**src/rtl/mux_stream_pkg.sv**
```systemverilog
// Shared types and constants for the 2:1 streaming merge and its round-robin arbiter.
// The arbiter state, channel select encodings and the burst-counter width helper live here.
package mux_stream_pkg;

    typedef enum logic [1:0] {
        IDLE = 2'd0,
        OWN0 = 2'd1,
        OWN1 = 2'd2
    } arb_state_t;

    localparam logic SEL_CH0 = 1'b0;
    localparam logic SEL_CH1 = 1'b1;

    // Counter must be able to hold the value MAX_BURST itself.
    function automatic int cnt_width(input int max_burst);
        return (max_burst < 1) ? 1 : $clog2(max_burst + 1);
    endfunction

endpackage

```
**src/rtl/rr_arb_2.sv**
```systemverilog
// Two-way round-robin arbiter with a bounded burst per owner.
// Grant is combinational from the valids; state, burst count and last grant advance only when load_en is high.
module rr_arb_2
    import mux_stream_pkg::*;
#(
    parameter int MAX_BURST = 4
) (
    input  logic       clk,
    input  logic       rst,
    input  logic [1:0] valids,
    input  logic       load_en,
    output logic       gnt,
    output logic       gnt_vld
);

    localparam int              CW      = cnt_width(MAX_BURST);
    localparam logic [CW-1:0]   CNT_MAX = CW'(MAX_BURST);
    localparam logic [CW-1:0]   CNT_ONE = CW'(1);

    arb_state_t     state_reg, state_next;
    logic [CW-1:0]  cnt_reg, cnt_next;
    logic           last_reg, last_next;
    logic           owner;
    logic           renew;

    always_comb begin
        gnt     = SEL_CH0;
        gnt_vld = 1'b0;
        renew   = 1'b0;
        owner   = (state_reg == OWN1) ? SEL_CH1 : SEL_CH0;
        case (state_reg)
            IDLE: begin
                if (valids[0] && valids[1]) begin
                    gnt     = ~last_reg;
                    gnt_vld = 1'b1;
                end else if (valids[0]) begin
                    gnt     = SEL_CH0;
                    gnt_vld = 1'b1;
                end else if (valids[1]) begin
                    gnt     = SEL_CH1;
                    gnt_vld = 1'b1;
                end
            end
            default: begin
                if (valids[owner] && (cnt_reg < CNT_MAX)) begin
                    gnt     = owner;
                    gnt_vld = 1'b1;
                end else if (valids[~owner]) begin
                    gnt     = ~owner;
                    gnt_vld = 1'b1;
                end else if (valids[owner]) begin
                    // Nobody else is waiting, so the owner starts a fresh burst.
                    gnt     = owner;
                    gnt_vld = 1'b1;
                    renew   = 1'b1;
                end
            end
        endcase
    end

    always_comb begin
        state_next = state_reg;
        cnt_next   = cnt_reg;
        last_next  = last_reg;
        if (load_en) begin
            if (gnt_vld) begin
                state_next = gnt ? OWN1 : OWN0;
                last_next  = gnt;
                if ((state_reg != IDLE) && (gnt == owner) && !renew)
                    cnt_next = cnt_reg + CNT_ONE;
                else
                    cnt_next = CNT_ONE;
            end else begin
                state_next = IDLE;
                cnt_next   = '0;
            end
        end
    end

    always_ff @(posedge clk) begin
        if (rst) begin
            state_reg <= IDLE;
            cnt_reg   <= '0;
            last_reg  <= SEL_CH1;
        end else begin
            state_reg <= state_next;
            cnt_reg   <= cnt_next;
            last_reg  <= last_next;
        end
    end

endmodule

```
**src/rtl/mux_2to1_stream_arb.sv**
```systemverilog
// Streaming 2:1 merge: round-robin arbitrated inputs feed a registered output slot tagged with the source index.
// The slot reloads whenever it is empty or being drained, so back-to-back beats flow without bubbles.
module mux_2to1_stream_arb
    import mux_stream_pkg::*;
#(
    parameter int WIDTH     = 8,
    parameter int MAX_BURST = 4
) (
    input  logic             clk,
    input  logic             rst,
    input  logic             s0_valid,
    input  logic [WIDTH-1:0] s0_data,
    output logic             s0_ready,
    input  logic             s1_valid,
    input  logic [WIDTH-1:0] s1_data,
    output logic             s1_ready,
    output logic             m_valid,
    output logic [WIDTH-1:0] m_data,
    output logic             m_sel,
    input  logic             m_ready
);

    logic             m_valid_reg;
    logic [WIDTH-1:0] m_data_reg;
    logic             m_sel_reg;
    logic             load_en;
    logic             gnt;
    logic             gnt_vld;
    logic [1:0]       valids;
    logic [1:0]       ready;
    logic             take;
    logic [WIDTH-1:0] sel_data;

    assign load_en = !m_valid_reg || m_ready;
    assign valids  = {s1_valid, s0_valid};

    rr_arb_2 #(
        .MAX_BURST (MAX_BURST)
    ) u_arb (
        .clk     (clk),
        .rst     (rst),
        .valids  (valids),
        .load_en (load_en),
        .gnt     (gnt),
        .gnt_vld (gnt_vld)
    );

    generate
        for (genvar gi = 0; gi < 2; gi++) begin : g_ready
            assign ready[gi] = !rst && load_en && gnt_vld && (gnt == 1'(gi)) && valids[gi];
        end
    endgenerate

    assign s0_ready = ready[0];
    assign s1_ready = ready[1];
    assign take     = |ready;
    assign sel_data = gnt ? s1_data : s0_data;

    always_ff @(posedge clk) begin
        if (rst) begin
            m_valid_reg <= 1'b0;
            m_data_reg  <= '0;
            m_sel_reg   <= SEL_CH0;
        end else if (load_en) begin
            m_valid_reg <= take;
            if (take) begin
                m_data_reg <= sel_data;
                m_sel_reg  <= gnt;
            end
        end
    end

    assign m_valid = m_valid_reg;
    assign m_data  = m_data_reg;
    assign m_sel   = m_sel_reg;

endmodule
```
**config.mk**
```make
export PLATFORM = sky130hd
export DESIGN_NAME = mux_2to1_stream_arb
export DESIGN_NICKNAME = d
export VERILOG_FILES = /design/src/rtl/mux_stream_pkg.sv /design/src/rtl/rr_arb_2.sv /design/src/rtl/mux_2to1_stream_arb.sv
export SDC_FILE = /design/constraint.sdc
export NUM_CORES = 1
export LEC_CHECK = 0
export ABC_AREA = 0
export CELL_PAD_IN_SITES_DETAIL_PLACEMENT = 1
export CELL_PAD_IN_SITES_GLOBAL_PLACEMENT = 2
export CORE_UTILIZATION = 22
export DETAILED_ROUTE_END_ITERATION = 7
export PLACE_DENSITY = 0.85
export SETUP_SLACK_MARGIN = 0.3
export SKIP_LAST_GASP = 1
export SYNTH_ARGS = -nofsm -noshare
export SYNTH_HDL_FRONTEND = slang
export SYNTH_SLANG_ARGS = --single-unit
```
**constraint.sdc**
```tcl
create_clock -name clk -period 1.7 [get_ports clk]
set_input_delay 0.51 -clock clk [delete_from_list [all_inputs] [get_ports clk]]
set_output_delay 0.51 -clock clk [all_outputs]
set_load 0.01 [all_outputs]
```
==> impl_results.rst <==
.. list-table::
   :header-rows: 1

   * - Metric
     - Value
   * - Instance area after placement
     - 1231 um^2
   * - Starting Density
     - 0.2368
   * - Ratio of cells with drive above 1 in the final layout
     - 0.4891
   * - Max FFs per register
     - 8
   * - Standard-cell rows
     - 20
   * - Worst hold margin
     - 0.5014 ns
   * - Die extent in y
     - approximately 60 um
   * - Total die area
     - between 3000 and 4000 um^2
   * - Hold crit path type
     - reg2reg
   * - GRT Resource Usage Total
     - 0.1596
   * - Required time of the worst setup path
     - roughly 1.2 ns
   * - Wire length on met3
     - 61 um
   * - Routability cong.
     - 0.7750
   * - Commonest non-fill, non-tap cell in the layout
     - buf_4
   * - Cell Area, Synth
     - 740.7 um^2
   * - WL/cell
     - 14.67 um
   * - Classification of the worst setup path
     - reg2out
   * - Final standard cell area without fillers
     - 1355 um^2
   * - Post-synthesis sequential element count
     - 16
   * - Chip Width
     - 60.03 um
   * - Top Ports
     - 33
   * - Gate Count Post-Synth
     - 85
   * - Post-route setup slack
     - -0.1480 ns
   * - Amount of wire on met2 after detailed routing
     - 1368 um
   * - Portion of total power attributed to sequential cells
     - 0.451
   * - Clock Sink Count
     - 16
   * - Antenna diode count
     - 0
   * - Final number of hold-violating endpoints
     - 0
   * - Clock skew
     - approximately 0.0023 ns
   * - Least-Margin Pin Slew
     - 0.2912 ns
   * - Crit share post-route
     - 1.087
   * - Switching power
     - 0.2863 mW
   * - Distinct cell type count of the synthesized netlist
     - 22
   * - DRC Markers
     - 0
   * - Drt first pass iters
     - 4
   * - Sequential share of the synthesized area
     - 0.4324
   * - Element type at the critical path start
     - register
   * - Hold path cells
     - 2
   * - H-tree levels
     - 1
   * - Clock share of power
     - 0.219
   * - Clock buffers created by TritonCTS
     - 3
   * - Clock tree root buffer cell
     - clkbuf_4
   * - Top library cells by usage in the layout, fill and taps aside
     - buf_4 (19), clkdlybuf4s50_1 (16), a21oi_2 (10)
   * - Critical-path maximum fanout
     - 2
   * - Core region area
     - 3128 um^2
   * - Reported leakage power
     - 0.5612 nW
   * - Maximum vdd drop
     - 450.3 uV
   * - Async SR Flop Fraction
     - 0
   * - Violated checks
     - setup timing
   * - Synthesized area divided by synthesized cell count
     - 8.714 um^2
   * - Vias in the first global route
     - 865
   * - First-pass GRT wire length
     - 4126 um
   * - DRC violation total after the first TritonRoute iteration
     - 10
   * - Crit path capture type
     - output pin
   * - Flip-flop cell with the highest count after synthesis
     - dfxtp_1
   * - DP HPWL
     - 1929 um
   * - Synthesized net count
     - around 110
   * - CTS clock-pin slew for the worst setup and hold paths
     - 0.09 ns
   * - Min cycle time layout
     - 1.848 ns
   * - Portion of total power attributed to combinational logic
     - 0.330
   * - IO buf count
     - 32
   * - Max Clk Rate
     - 0.5411 GHz
   * - Sum Neg Setup Slack
     - -0.2842 ns
   * - CTS tree
     - built
   * - Run status
     - finished with violations
   * - Number of vias per cell
     - 4.586
   * - Worst reg-to-reg path cell count
     - 7
   * - Power after layout
     - 0.9447 mW
   * - Max-cap violation count
     - 0
   * - Area Overhead vs Synth
     - 82.94%
   * - Number of nets still failing antenna checks after routing
     - 0
   * - Signal arrival time at the worst endpoint
     - 1.34 ns
   * - Filler Cell Count
     - 384
   * - Relative slew slack
     - 0.8059
   * - Routed via count
     - 830
   * - Number of enable flip-flop cells after synthesis
     - 0
   * - Top Metal Used
     - met4
   * - Maximum number of pins on one net before global-route repair
     - 17
   * - Clock buffer depth
     - 2
   * - Share of the core filled with cells
     - 0.4332
   * - Final number of setup-violating endpoints
     - 2
   * - Number of nets in the final layout
     - 161
   * - RSZ-0062 raised after global routing
     - yes
   * - Clock latency on the worst-skew pair
     - slightly below 0.3 ns
   * - Initial antenna violation count
     - 0
   * - Yosys warning count
     - 0
   * - Metal-1 WL
     - around 1200 um
   * - Power per cell area
     - 697.2 nW/um^2
   * - Post-CTS Hold Fix Bufs
     - 0
   * - Routed wire length
     - 2656 um
   * - Internal power
     - 0.6584 mW
   * - Remaining Overflow, GRT
     - 0
   * - Final max-slew violation count
     - 0
   * - Switching power share of the total
     - 0.3031
## worst max-delay path, stage by stage (launching register included)
cell and delay (ns):
dfxtp_2 0.35, mux2i_2 0.23, o211ai_1 0.11, buf_4 0.16
nor2_4 0.10, buf_6 0.10
## final cells by class
class / count / area (um^2) / share of cell area
clock buffers: 3 / 22.52 / 0.01662
multi-input cells: 64 / 470.5 / 0.3472
flip-flops and latches: 16 / 329.1 / 0.2428
well taps: 44 / 55.05 / 0.04063
repair buffers: 54 / 478.0 / 0.3527
## Yosys cell counts (2+ instances only)
cell       n  area share
buf_4      2       0.020
nor2_1     9       0.046
a21oi_1   19        0.13
nand2b_1   2       0.017
dfxtp_1   16        0.43
mux2i_1    2       0.027
o21ai_0    2       0.014
a32oi_1    2       0.024
o21bai_1   8       0.081
nand2_1    9       0.046
nand3b_1   2       0.020
a22oi_1    2       0.020
## per-layer routing
layer	global-route usage	vias to the layer above
met1	0.1890	402
met2	0.2810	15
li1	-	409
met3	0.03896	4
met5	0	-
met4	0.04983	0
## power groups by stage
stage | Combinational, mW | Clock (mW) | Sequential [mW]
floorplan | 0.110 | 0 | 0.441
global placement | 0.275 | 0 | 0.430
detailed placement | 0.282 | 0 | 0.432
CTS | 0.284 | 0.214 | 0.424
global route | 0.337 | 0.234 | 0.429
finish | 0.312 | 0.207 | 0.426
## cell families (layout without fill, tap and decap cells)
| group | count (synthesis) | in the layout | synth area share |
|---|---|---|---|
| AOI/OAI and AO/OA | 37 | 37 | 0.3142 |
| buffers and inverters | 5 | 57 | 0.04728 |
| muxes | 2 | 2 | 0.02703 |
| adders and majority gates | 1 | 1 | 0.01689 |
| and+or+nand+nor | 24 | 24 | 0.1621 |
| DFF | 16 | 16 | 0.4324 |
## timing repair
action	CTS	global route
resized for setup	59	23
setup buffers	1	2
setup endpoints to repair	27	21
pin swaps	3	9
gates cloned	0	1
## through the flow
| step | setup slack (ns) | std cells |
|---|---|---|
| 6_report | -0.1480 | 181 |
| 5_1_grt | -0.1976 | 181 |
| 4_1_cts | -0.2015 | 178 |
| 3_5_place_dp | -0.9455 | 174 |
| 3_3_place_gp | -0.9384 | 174 |
| 2_1_floorplan | 0.03466 | 85 |
## worst paths after layout
kind,from,end,slack [ns]
worst max-delay path,u_arb.state_reg[1]$_SDFFE_PP0N_,s1_ready,-0.15
worst min-delay path,m_sel$_SDFFE_PP0P_,m_sel$_SDFFE_PP0P_,0.50
worst max register to register,m_valid$_SDFFE_PP0N_,m_data[6]$_SDFFE_PP0P_,0.17
worst min register to register,m_sel$_SDFFE_PP0P_,m_sel$_SDFFE_PP0P_,0.50
No activity file was read; power rests on OpenSTA's default activity.
==> variant: new RTL, config.mk and constraints unchanged <==
The 3 states of `arb_state_t` get a one-hot encoding in 3 bits.
--- a/src/rtl/mux_stream_pkg.sv
+++ b/src/rtl/mux_stream_pkg.sv
@@ -3,8 +3,8 @@
 package mux_stream_pkg;
 
-    typedef enum logic [1:0] {
-        IDLE = 2'd0,
-        OWN0 = 2'd1,
-        OWN1 = 2'd2
+    typedef enum logic [2:0] {
+        IDLE = 3'b001,
+        OWN0 = 3'b010,
+        OWN1 = 3'b100
     } arb_state_t;
 
Check against the original RTL: no difference found for any inputs over 10 cycles, from zero or initial values and one cycle with rst high; not proved beyond that.
==> variant against the unedited design <==
  * Power is 38% higher
  * Routed wire length is 65% higher
  * The run still ends with negative setup slack left
  * Worst setup slack worse by 0.15 ns
  * Fmax is 7.3% lower
  * Sequential cell count is 1 higher
  * Area after synthesis is 36% higher
  * Cell area is 47% higher
  * Global-route usage is 2.0 points higher
==> variant: results (changes against the unedited design) <==
multi-input gates=88 (was 64); Net Sw Frac=32.92% (was 30.31%); final worst slack=-0.2937 ns (was -0.1480 ns); Clock Power=0.315 mW (was 0.207 mW); grt met3 use=3.052% (was 3.896%); Inst Count DP=220 (was 174); Gate Count Post-Synth=117 (was 85); Skew-Pair Late Insertion Delay=0.25 ns (was 0.29 ns); cell area after placement=1575 um^2 (was 1231 um^2); maximum resistive drop on vdd=0.0003627 V (was 0.0004503 V); count of flip-flops and latches=17 (was 16); number of library cell types mapped by synthesis=39 (was 22); met2 Track Usage GR=33.01% (was 28.10%); top cells by area in the synthesized netlist=dfxtp_1 (34%), a311oi_1 (7.0%), nor2_1 (5.6%) (was dfxtp_1 (43%), a21oi_1 (13%), o21bai_1 (8.1%)); Total Wirelength=4372 um (was 2656 um); routed length on met2=2386 um (was 1368 um); first-pass GRT wire length=6831 um (was 4126 um); buffer share of cell area=32.56% (was 35.27%); P_leak=0.7887 nW (was 0.5612 nW); outcome=finished, violations left (unchanged); violated checks=negative setup slack (unchanged); start of the worst register-to-register path=u_arb.state_reg[0] (was m_valid); Post-Route Utilization=45.32% (was 43.32%); number of input and output port buffers inserted=32 (unchanged); number of nets in the finished design=208 (was 161); proportion of cell area occupied by registers=17.51% (was 24.28%); Post-Synth Adder-Cell Area=1.244% (was 1.689%); final weighted congestion in routability-driven placement=0.8692 (was 0.7750); slack of the worst reg-to-reg path=0.07 ns (was 0.17 ns); non-clock buffer total of the final layout=72 (was 54); via count of the first global-routing pass=1377 (was 865); proportion of layout cells with a drive suffix above 1=51.89% (was 48.91%); Layout Skew=0.002038 ns (was 0.002254 ns); wire length on met3=169 um (was 61 um); multi-input combinational cell area=867.1 um^2 (was 470.5 um^2); met1 GRT Util=19.68% (was 18.90%); complex-gate fraction of the synthesized area=29.85% (was 31.42%); Logic pwr share=40.8% (was 33.0%); R2R Path End=m_data[0] (was m_data[6]); leading cell types by count after synthesis=dfxtp_1 (17), nor2_1 (15), nand3_1 (9) (was a21oi_1 (19), dfxtp_1 (16), nand2_1 (9), nor2_1 (9), o21bai_1 (8)); CP max stage cell=dfxtp_2 (unchanged); Final Setup Violations=2 (unchanged); Post-CTS Setup Bufs=10 (was 1); worst-path maximum fanout=4 (was 2); worst-case reg-to-reg path depth=8 (was 7); clock transition time at the flip-flop clock pins of the worst setup and hold paths=0.07 ns (was 0.09 ns); Worst Path Arrival=1.48 ns (was 1.34 ns); number of inverters outside the clock class in the layout=4 (was 0); DRT met1 WL=1682 um (was 1173 um); syn_nets=139 (was 107); Top Family by Delay on Critical Path=simple AND/OR/NAND/NOR gates (was flip-flops); clk root buf=clkbuf_8 (was clkbuf_4); post-cts gate resize count=84 (was 59); count of clock-net buffers in the final layout=4 (was 3); combined global-route utilization of all metal layers=17.97% (was 15.96%); post-synthesis sequential area ratio=33.83% (was 43.24%); clk tree area frac=2.267% (was 1.662%)
## variant: cell count changes after synthesis, sizes merged, moves of 3 or more
| cell | delta |
|---|---|
| nor2 | +6 |
| a311oi | +7 |
| nand3 | +9 |
| nand2 | -4 |
| a21oi | -14 |
| inv | +4 |
| o21bai | -8 |
| o21ai | +9 |
| nand2b | +3 |
## variant: through the flow
step	hold slack (ns)	TNS (ns)
after global placement	0.4575	-6.756
final	0.4725	-0.5739
after CTS	0.4750	-0.5166
after global routing	0.4948	-0.6908
after detailed placement	0.4722	-8.419
after floorplan	0.4457	-0.2043
## variant: worst max-delay path by stage
stage	from	endpoint	slack (ns)
after CTS	u_arb.state_reg[1]	s0_ready	-0.27
after global placement	s0_valid	s0_ready	-1.00
after detailed placement	s0_valid	s0_ready	-1.09
final	u_arb.state_reg[1]	s0_ready	-0.29
after global routing	u_arb.cnt_reg[2]	s0_ready	-0.35
after floorplan	s0_valid	s0_ready	-0.14
